==> config.mk <==
export PLATFORM = sky130hd
export DESIGN_NAME = div_ctrl
export DESIGN_NICKNAME = d
export VERILOG_FILES = /design/src/rtl/div_ctrl.sv
export SDC_FILE = /design/constraint.sdc
export NUM_CORES = 1
export LEC_CHECK = 0
export ABC_AREA = 1
export BUFFER_PORTS_ARGS = -buffer_cell sky130_fd_sc_hd__buf_2
export CAP_MARGIN = 0
export CORE_ASPECT_RATIO = 0.7
export CORE_MARGIN = 2
export CORE_UTILIZATION = 47
export DETAILED_ROUTE_END_ITERATION = 6
export GPL_TIMING_DRIVEN = 0
export PLACE_DENSITY = 0.82
export SETUP_SLACK_MARGIN = 0.2
export SLEW_MARGIN = 30
export SYNTH_ARGS = -nofsm -noshare
export SYNTH_HDL_FRONTEND = slang
export SYNTH_SLANG_ARGS = --single-unit
==> constraint.sdc <==
create_clock -name clk -period 5.4 [get_ports clk]
set_input_delay 1.08 -clock clk [delete_from_list [all_inputs] [get_ports clk]]
set_output_delay 1.08 -clock clk [all_outputs]
set_load 0.01 [all_outputs]
==> src/rtl/div_ctrl.sv <==
// Issues DIV/DIVU to the iterative divider, stalls EX until it finishes, owns HI/LO.
// Latency: 19 cycles minimum in EX; backpressure: the result is held in DONE until req_advance, flush discards it.
module div_ctrl (
    input  logic        clk,
    input  logic        reset,
    input  logic        req_valid,
    input  logic        req_sign,
    input  logic [31:0] req_a,
    input  logic [31:0] req_b,
    input  logic        req_advance,
    input  logic        flush,
    input  logic        mthi_we,
    input  logic        mtlo_we,
    input  logic [31:0] mt_wdata,
    output logic        div_stall,
    output logic        div_en,
    output logic        div_sign,
    output logic [31:0] div_a,
    output logic [31:0] div_b,
    output logic        div_cancel,
    input  logic [31:0] div_q,
    input  logic [31:0] div_r,
    input  logic        div_working,
    input  logic        div_finish,
    output logic [31:0] hi,
    output logic [31:0] lo
);

    localparam logic [1:0] IDLE = 2'd0;
    localparam logic [1:0] BUSY = 2'd1;
    localparam logic [1:0] DONE = 2'd2;

    logic [1:0]  state;
    logic [31:0] res_q;
    logic [31:0] res_r;
    logic        commit;
    logic        unused_working;

    // The divider's busy flag is informational only; our own FSM tracks it.
    assign unused_working = div_working;

    assign div_en     = (state == IDLE) && req_valid && !flush;
    assign div_cancel = (state == BUSY) && flush;
    assign div_stall  = req_valid && (state != DONE);
    assign div_sign   = req_sign;
    assign div_a      = req_a;
    assign div_b      = req_b;
    assign commit     = (state == DONE) && req_advance && !flush;

    always_ff @(posedge clk or posedge reset) begin
        if (reset) begin
            state <= IDLE;
        end else begin
            case (state)
                IDLE: if (div_en) state <= BUSY;
                BUSY: begin
                    if (flush)           state <= IDLE;
                    else if (div_finish) state <= DONE;
                end
                DONE: if (flush || req_advance) state <= IDLE;
                default: state <= IDLE;
            endcase
        end
    end

    always_ff @(posedge clk or posedge reset) begin
        if (reset) begin
            res_q <= 32'd0;
            res_r <= 32'd0;
        end else if ((state == BUSY) && div_finish && !flush) begin
            res_q <= div_q;
            res_r <= div_r;
        end
    end

    // A leaving division's commit overrides an MT write in the same cycle.
    always_ff @(posedge clk or posedge reset) begin
        if (reset) begin
            hi <= 32'd0;
            lo <= 32'd0;
        end else if (commit) begin
            hi <= res_r;
            lo <= res_q;
        end else if (!flush) begin
            if (mthi_we) hi <= mt_wdata;
            if (mtlo_we) lo <= mt_wdata;
        end
    end

endmodule

---- Word-level counts from Yosys, hierarchy flattened ----
Cells that the tools add are included.
Widths: inputs -> output; s select.
operators by class
  reduce and logical (&&, ||, !) cells .... 16
  multiplexer cells ....................... 11
  eq/ne operators ......................... 7
operator list
  kind                number
  $mux 32             6
  $logic_and 1x1->1   8
  $mux 2              4
  $pmux 2 s3          1
  $ne 2x1->1 const B  2
  $ne 2x2->1 const B  2
  $reduce_and 2->1    2
  $reduce_bool 2->1   2
  $ne 3x3->1 const B  1
  $reduce_and 3->1    1
  $eq 2x1->1 const B  1
  $eq 2x2->1 const B  1
  $logic_not 2->1     1
  $logic_not 1->1     1
  $logic_or 1x1->1    1
storage, ports and cells
  register bits after elaboration ......... 130
  output and inout port bits .............. 132
  input port bits ......................... 170
  logic and storage cells ................. 39

---- Logic depth before layout (Yosys ltp) ----
Gate-level depths: netlist (run 1).
  word-level depth ........................ 5
  mapped depth ............................ 9
  mapped depth without buffers ............ 7

---- Worst setup path after synthesis (run 1) ----
Ideal clock, no wire load.
  path kind ............................... input -> output
  from .................................... input port flush
  to ...................................... output port div_en
  arrival ................................. 1316 ps
  stages .................................. 3
  path slack .............................. 3004 ps
  buffers on the path ..................... 0
  data required time ...................... 4320 ps
  cells stage by stage .................... inv_2 nand3_1 inv_1
on the way
  cells in the longest elaborated chain, start to end .. 2
RTL lines
  element            RTL line  source
  from (decl)        11        input logic flush,
  $logic_not 1->1    n/a
  $logic_and 1x1->1  42        assign div_en = (state == IDLE) && req_valid && !flush;
  to (decl)          16        output logic div_en,
No other way between the ends.

---- Final worst setup path (run 1) ----
  from .................................... register state[0]
  to ...................................... output port div_stall
on the way
  cells in the longest elaborated chain, start to end .. 2
RTL lines
  element                 RTL line  source
  from (decl)             33        logic [1:0] state;
  from (signal assigned)  52        state <= IDLE;
  from (signal assigned)  55        IDLE: if (div_en) state <= BUSY;
  from (signal assigned)  57        if (flush) state <= IDLE;
  $ne 2x2->1              44        assign div_stall = req_valid && (state != DONE);
  $logic_and 1x1->1       44
  to (decl)               15        output logic div_stall,
No other way between the ends.

==> flow_metrics.tcl, run 1 <==
set metrics [dict create \
    rr_startpoint "state[0]" \
    power.total_mw 2.90 \
    grt.overflow.total 0 \
    fin_tns_setup_ns 0 \
    fin_nets 1219 \
    dp_hpwl_um 15800 \
    holdWs_ns 0.471 \
    core_um2 13300 \
    die_h_um 102 \
    power.density_nw_per_um2 343 \
    cpMostUsedCell "buf_2" \
    final_cell_mix "269 x nand2_1, 261 x buf_2, 254 x nand3_1" \
    endpoint_kind "output pin" \
    area_growth_pct 30.5 \
    die_x_um 144 \
    grt_setup_unrepaired "false" \
    synth_area_um2 6480 \
    crit_chain "nor2_4 > buf_2 > buf_2 > nor2_1 > buf_2" \
    fill_cells 1192 \
    pwr-share-clk 0.360 \
    slowest_delay_ns 0.41 \
    io_buffer_count 235 \
    fmaxAchievable_ghz 0.358 \
    required_ns 4.32 \
    p_int_mw 2.03 \
    post_cts_buffers 0 \
    multi_input_area_um2 2330 \
    rrSetupSlack_ns 3.76 \
    dp_cells 1215 \
    ir_drop_mv 0.218 \
    finalHoldViolCount 0 \
    worstMarginPinSlew_ns 0.650 \
    hold_path.class "reg -> reg" \
    drc 0 \
    rows 35 \
    crit_fanout 10 \
    clkSinkCount 130 \
    p_comb_frac 0.193 \
    synth_largest_area_cell "dfrtp_1" \
    yosys-top-cells-area "dfrtp_1 50%, nand3_1 20%, nand2_1 16%, buf_4 9.9%, buf_2 2.0%" \
    stdcell_area_um2 8450 \
    synth.net_count 964 \
    clock_path_buffers 2 \
    ctsResizeCount 0 \
    drt-pass1-iter-count 6 \
    ant_nets 0 \
    grt_max_degree 86 \
    drv_cap 0 \
    ios 302 \
    clock_skew_ns 0.00779 \
    worst_setup_hold_path_clk_slew_ns 0.05 \
    yosysWarnings 0 \
    wire_per_inst_um 16.7 \
    syn-instance-count 794 \
    antenna_found_initial 0 \
    r2r-end "hi[22]" \
    drt_iter0_markers 578 \
    ys_seq_area_frac 0.502 \
    min_to "res_q[14]" \
    timing.final.crit_share 0.517 \
    final_cells 1246 \
    viasPerCell 5.20 \
    ff2ff_path_depth 6 \
    min_delay_path_depth 2 \
    h-tree-depth 4 \
    p_sw_uw 860 \
    dieArea_um2 14700 \
    crit_path_start_kind "flip-flop" \
    p_leak_nw 4.82 \
    drive_gt1_frac 0.368 \
    crit_family "buffers and inverters" \
    setup_viol 0 \
    grt_pass1_wl_um 31600 \
    grtUsageTotal 0.285 \
    routed_wl_um 20900 \
    postSynthRegisterBits 130 \
    clk_latency_ns 0.42 \
    cts_made_buffers 17 \
    crit_buf_inv 3 \
    grt_pass1_vias 6082 \
    place_area_um2 7920 \
    initial_utilization 0.486 \
    vias 6474 \
    globalplace.congestion 0.906 \
    slew_violations 0 \
    syn_area_per_cell_um2 8.16 \
    slew_headroom 0.567 \
    cts_tree "done" \
    critPathArrivalTime_ns 1.71 \
    status "complete, no violations" \
    critPathKind "reg -> out" \
    diodes 0 \
    seq_area_um2 3250 \
    cts.hold.buffers_added 0 \
    fin_crit_ns 2.79 \
    power_frac_seq 0.447 \
    final_common_cell "nand2_1" \
    synth_cell_types 14 \
    synth_top_area_share 0.502 \
    root_buffer "clkbuf_16" \
    swShare 0.297 \
    worstHoldStart "res_q[14]" \
    slowest_stage "dfrtp_1" \
]
==> cell families (layout without fill, tap and decap cells) <==
logic type,Yosys count,after routing,synth area share
AOI/OAI and AO/OA,1,1,0.00116
DFF,130,130,0.502
buffers and inverters,133,400,0.138
and+or+nand+nor,530,530,0.358
==> sequential cells by signal, summed over array words and instances (netlist names) <==
signal	flops
lo	32
res_r	32
res_q	32
state	2
hi	32
==> final cells by class <==
type	instances	area share
multi-input cells	531	0.275
inverters	7	0.00400
repair buffers	236	0.142
clock buffers	21	0.0557
flip-flops and latches	130	0.385
plain buffers	126	0.103
clock inverters	10	0.00725
well taps	185	0.0274
==> power by group through the flow <==
stage	clock (mW)	combinational (mW)	sequential [mW]
2_1_floorplan	0	0.305	1.32
3_3_place_gp	0	0.541	1.30
3_5_place_dp	0	0.557	1.31
4_1_cts	1.04	0.561	1.29
5_1_grt	1.09	0.629	1.32
6_report	1.04	0.558	1.30
==> how the worst max path moves through the flow <==
stage,start,end,slack (ns),cells past startpoint
global route,state[0],div_stall,2.53,5
global placement,reset,res_r[10],-0.64,2
floorplan,reset,hi[0],0.85,1
CTS,state[0],div_stall,2.59,5
finish,state[0],div_stall,2.61,5
detailed placement,flush,div_en,2.72,5
==> tightest hold or removal path: stages, from the launching register on <==
cell,delay [ns]
dfrtp_1,0.34
nand2_1,0.06
nand2_1,0.05
==> layer usage <==
layer	global-route usage	up-vias	part of all wire
li1	-	3046	-
met1	0.418	3055	0.44
met2	0.420	337	0.44
met3	0.0689	36	0.098
met4	0.0889	0	0.017
met5	0	-	0
==> through the flow <==
stage,utilization,setup slack (ns)
global placement,0.592,-0.638
global route,0.635,2.53
detailed placement,0.595,2.72
finish,0.635,2.61
CTS,0.635,2.59
floorplan,-,0.851
==> cells in the mapped netlist (all sizes together) <==
cell type and instances:
buf 117, clkbuf 9, dfrtp 130, inv 7, nand2 270, nand3 254
nor2 6, o31ai 1
Power figures use the tool's default switching activity.
==> run 2, diff against run 1 <==
CORE_UTILIZATION = 43   (was 47)
PLACE_DENSITY = 0.79   (was 0.82)
clock period = 2.26 ns   (was 5.4 ns; I/O delays follow)
==> run 2 against run 1 <==
Net effect: first-iteration DRC count shrank 15%; sequential share of layout area shrank 0.66 points; routed wire length up 0.56%; highest routed layer unchanged; non-clock buffer count up 4; clock-buffer cell count fell by 3; final cell count up 1.2%; global-route usage down 1.7 points; sequential power up 140%.
==> flow_metrics.tcl, run 2 (synthesized netlist as in run 1, its figures left out) <==
set metrics [dict create \
    final_core_util 0.584 \
    crit_chain "inv_2 > nor2_4 > buf_6 > buf_4 > nor2_1 > buf_2" \
    dp_hpwl_um 16000 \
    drt-pass1-iter-count 5 \
    grt_pass1_vias 5961 \
    slowest_delay_ns 0.36 \
    p_comb_frac 0.186 \
    vias 6445 \
    core_um2 14700 \
    worstMarginPinSlew_ns 0.654 \
    multi_input_area_um2 2330 \
    hold_path.class "in -> async" \
    antenna_found_initial 0 \
    die_h_um 107 \
    grt_setup_unrepaired "false" \
    status "complete, no violations" \
    crit_buf_inv 4 \
    ir_drop_mv 0.473 \
    fmaxAchievable_ghz 0.513 \
    crit_family "buffers and inverters" \
    power.total_mw 7.26 \
    io_buffer_count 235 \
    drc 0 \
    critPathKind "reg -> out" \
    routed_wl_um 21000 \
    wire_per_inst_um 16.6 \
    clk_latency_ns 0.42 \
    timing.final.crit_share 0.862 \
    slew_headroom 0.563 \
    p_leak_nw 4.88 \
    clock_path_buffers 2 \
    initial_utilization 0.440 \
    diodes 0 \
    ant_nets 0 \
    dp_cells 1228 \
    cts.hold.buffers_added 0 \
    pwr-share-clk 0.388 \
    crit_fanout 10 \
    holdWs_ns 0.126 \
    fill_cells 1343 \
    viasPerCell 5.11 \
    critPathArrivalTime_ns 1.50 \
    clkSinkCount 130 \
    cts_made_buffers 17 \
    required_ns 1.81 \
    final_common_cell "nand2_1" \
    die_x_um 151 \
    rows 37 \
    worst_setup_hold_path_clk_slew_ns 0.06 \
    crit_path_start_kind "flip-flop" \
    p_int_mw 5.16 \
    swShare 0.289 \
    grtUsageTotal 0.267 \
    power.density_nw_per_um2 844 \
    slew_violations 0 \
    stdcell_area_um2 8600 \
    p_sw_mw 2.10 \
    endpoint_kind "output pin" \
    area_growth_pct 32.8 \
    grt.overflow.total 0 \
    dieArea_um2 16100 \
    slowest_stage "dfrtp_1" \
    clock_skew_ns 0.0104 \
    place_area_um2 7980 \
    h-tree-depth 4 \
    drv_cap 0 \
    power_frac_seq 0.426 \
    ff2ff_path_depth 8 \
    setup_viol 0 \
    grt_max_degree 31 \
    fin_nets 1223 \
    setup_slack_ns 0.311 \
    cp.depth 6 \
    fin_crit_ns 1.95 \
    root_buffer "clkbuf_16" \
    drive_gt1_frac 0.371 \
    grt_pass1_wl_um 32500 \
    post-place-ws_ns 0.495 \
    ios 302 \
    seq_area_um2 3250 \
    drt_iter0_markers 493 \
    finalHoldViolCount 0 \
    globalplace.congestion 0.886 \
    final_cell_mix "269 x nand2_1, 259 x buf_2, 254 x nand3_1" \
    fin_tns_setup_ns 0 \
    cts_tree "done" \
    final_cells 1261 \
]
[run 2: cell count changes in the layout (fill, tap and decap cells not counted), sizes merged]
cell	change
buf	+4
bufinv	+3
clkbuf	-3
clkinv	+2
clkinvlp	-1
[run 2: layer usage]
metal  GRT usage  vias up  wire length (um)
li1            -     3055                 -
met1       0.407     3039              9530
met2       0.388      325              9050
met3      0.0553       26              2080
met4      0.0694        0               307
met5           0        -                 0
[run 2: power groups by stage]
stage	Combinational, mW	Clock (mW)	Sequential (mW)
after global placement	1.30	0	3.11
after detailed placement	1.35	0	3.12
after floorplan	0.729	0	3.15
after CTS	1.36	2.83	3.09
after global routing	1.52	2.94	3.15
final	1.35	2.81	3.09
[run 2: worst paths after layout]
check                      startpoint  slack, ns   endpoint
hold / removal                  reset       0.13      hi[2]
setup reg to reg             state[1]       0.63     hi[22]
hold reg to reg             res_r[19]       0.47  res_r[19]
max in group asynchronous       reset       1.16  res_q[16]
min in group clk             div_r[5]       0.26   res_r[5]
setup / recovery             state[1]       0.31  div_stall
[run 2: worst register-to-register path, cell delays in order, from the launching register on]
cell	delay (ns)
dfrtp_1	0.36
inv_2	0.06
nor2_4	0.15
buf_4	0.14
clkbuf_1	0.43
nand3_1	0.13
nand2_1	0.16
nand2_1	0.08
nand2_1	0.07
[run 2: cell type report]
class / count / share of cell area
buffer: 126 / 0.102
tap: 195 / 0.0284
multi-input combinational: 531 / 0.271
inverter: 7 / 0.00349
sequential: 130 / 0.378
timing repair buffer: 240 / 0.147
clock buffer: 18 / 0.0511
clock inverter: 14 / 0.0189
[run 2: what timing repair did]
item | 4_1_cts | 5_1_grt
pin swaps | 0 | 1
setup buffers | 0 | 1
gates resized for setup | 2 | 1
endpoints found under the setup margin | 1 | 1
==> run 3, diff against run 2 <==
CORE_UTILIZATION = 44   (was 43)
CTS_BUF_LIST = sky130_fd_sc_hd__clkbuf_4   (was not set)
PLACE_DENSITY = 0.8   (was 0.79)
==> run 3 against run 2 <==
Net effect: routed wire length decreased by 0.46%; clock power shrank 53%; die area shrank 2.2%; sequential power about the same; sequential cell count unchanged; critical path depth decreased by 1; sequential share of layout area up 1.5 points; clock-buffer cell count rose by 1; critical endpoint unchanged.
==> flow_metrics.tcl, run 3 (synthesized netlist as in run 1, its figures left out) <==
set metrics [dict create \
    status "complete, no violations" \
    power.density_nw_per_um2 698 \
    crit_buf_inv 3 \
    place_area_um2 7990 \
    wire_per_inst_um 16.5 \
    slew_headroom 0.572 \
    diodes 0 \
    min_delay_path_depth 3 \
    multi_input_area_um2 2330 \
    fin_crit_ns 1.98 \
    dieArea_um2 15700 \
    rows 37 \
    drt_iter0_markers 621 \
    grt_pass1_vias 6177 \
    grtUsageTotal 0.270 \
    slowest_stage "dfrtp_1" \
    globalplace.congestion 0.905 \
    critPathArrivalTime_ns 1.53 \
    ant_nets 0 \
    core_um2 14500 \
    dp_hpwl_um 16000 \
    timing.final.crit_share 0.876 \
    final_common_cell "nand2_1" \
    seq_area_um2 3250 \
    crit_path_start_kind "flip-flop" \
    clock_skew_ns 0.0211 \
    cts_tree "done" \
    crit_chain "nor2_4 > buf_6 > buf_8 > nor2_1 > buf_2" \
    grt.overflow.total 0 \
    area_growth_pct 27.6 \
    grt_setup_unrepaired "false" \
    antenna_found_initial 0 \
    finalHoldViolCount 0 \
    rrSetupSlack_ns 0.45 \
    required_ns 1.81 \
    clock_path_buffers 2 \
    initial_utilization 0.446 \
    crit_family "flip-flops" \
    setup_viol 0 \
    slowest_delay_ns 0.43 \
    ios 302 \
    final_core_util 0.569 \
    final_cell_mix "269 x nand2_1, 259 x buf_2, 254 x nand3_1" \
    die_x_um 149 \
    critPathKind "reg -> out" \
    final_cells 1266 \
    grt_max_degree 30 \
    drc 0 \
    h-tree-depth 4 \
    vias 6502 \
    worstHoldStart "div_q[23]" \
    fmaxAchievable_ghz 0.505 \
    fill_cells 1398 \
    crit_fanout 10 \
    min_to "res_q[23]" \
    stdcell_area_um2 8270 \
    slew_violations 0 \
    root_buffer "clkbuf_4" \
    ir_drop_mv 0.340 \
    r2r-end "hi[20]" \
    drv_cap 0 \
    worstMarginPinSlew_ns 0.642 \
    rr_startpoint "state[0]" \
    worst_setup_hold_path_clk_slew_ns 0.12 \
    hold_path.class "in -> reg" \
    dp_cells 1228 \
    cts_made_buffers 17 \
    io_buffer_count 235 \
    endpoint_kind "output pin" \
    routed_wl_um 20900 \
    grt_pass1_wl_um 32400 \
    drive_gt1_frac 0.371 \
    fin_nets 1228 \
    ff2ff_path_depth 8 \
    crit_start "state[0]" \
    viasPerCell 5.14 \
    clk_latency_ns 0.52 \
    die_h_um 106 \
    drt-pass1-iter-count 5 \
    clkSinkCount 130 \
    p_leak_nw 4.73 \
]
## run 3: cell types whose count changed in the layout (fill, tap and decap cells not counted), moves of 3 or more
cell        previous run  this run
bufinv_16              3         0
clkbuf_16             17         0
clkinv_4               3         0
clkinvlp_4             2         5
clkinv_1               0         3
buf_4                 87        90
clkbuf_4               0        19
## run 3: what timing repair did
item                                   CTS  global route
resized for setup                        3             2
setup buffers                            2             3
hold buffers                             1             0
pin swaps                                1             1
endpoints found under the hold margin    5             0
setup endpoints to repair                1             1
## run 3: worst max path at each step
stage / endpoint / cells past startpoint
detailed placement: res_q[9] / 5
floorplan: hi[0] / 1
CTS: div_stall / 6
global route: div_stall / 5
finish: div_stall / 5
global placement: res_r[10] / 2
## run 3: tightest hold or removal path: stages
cell     delay (ns)
buf_2          0.07
nand3_1        0.06
nand2_1        0.06
## run 3: where the power goes
part	leakage (nW)	total (mW)	internal (mW)	switching, mW
Combinational	2.99	1.36	0.592	0.769
Sequential	1.62	3.09	2.81	0.280
Clock	0.116	1.32	0.434	0.883
Total	4.73	5.77	3.84	1.93
## run 3: metal layers
metal	track usage	vias to the layer above	part of all wire	wire, um
met4	0.0694	0	0.014	291
met1	0.397	3078	0.45	9360
met3	0.0615	33	0.10	2160
met2	0.403	335	0.43	9050
li1	-	3056	-	-
met5	0	-	0	0
## run 3: area by class of cell
type,instances,area share
Buffer,126,0.107
Clock buffer,19,0.0173
Clock inverter,13,0.00863
Inverter,7,0.00363
Multi-Input combinational cell,531,0.282
Sequential cell,130,0.394
Tap cell,195,0.0295
Timing Repair Buffer,245,0.159
## run 3: stage by stage
stage	power (mW)	setup slack (ns)	setup TNS (ns)	hold WS, ns
finish	5.77	0.279	0	0.148
global placement	4.40	-0.643	-82.42	0.454
floorplan	3.88	0.199	0	0.443
detailed placement	4.47	0.491	0	0.460
global route	6.10	0.189	0	0.118
CTS	5.76	0.203	0	0.121
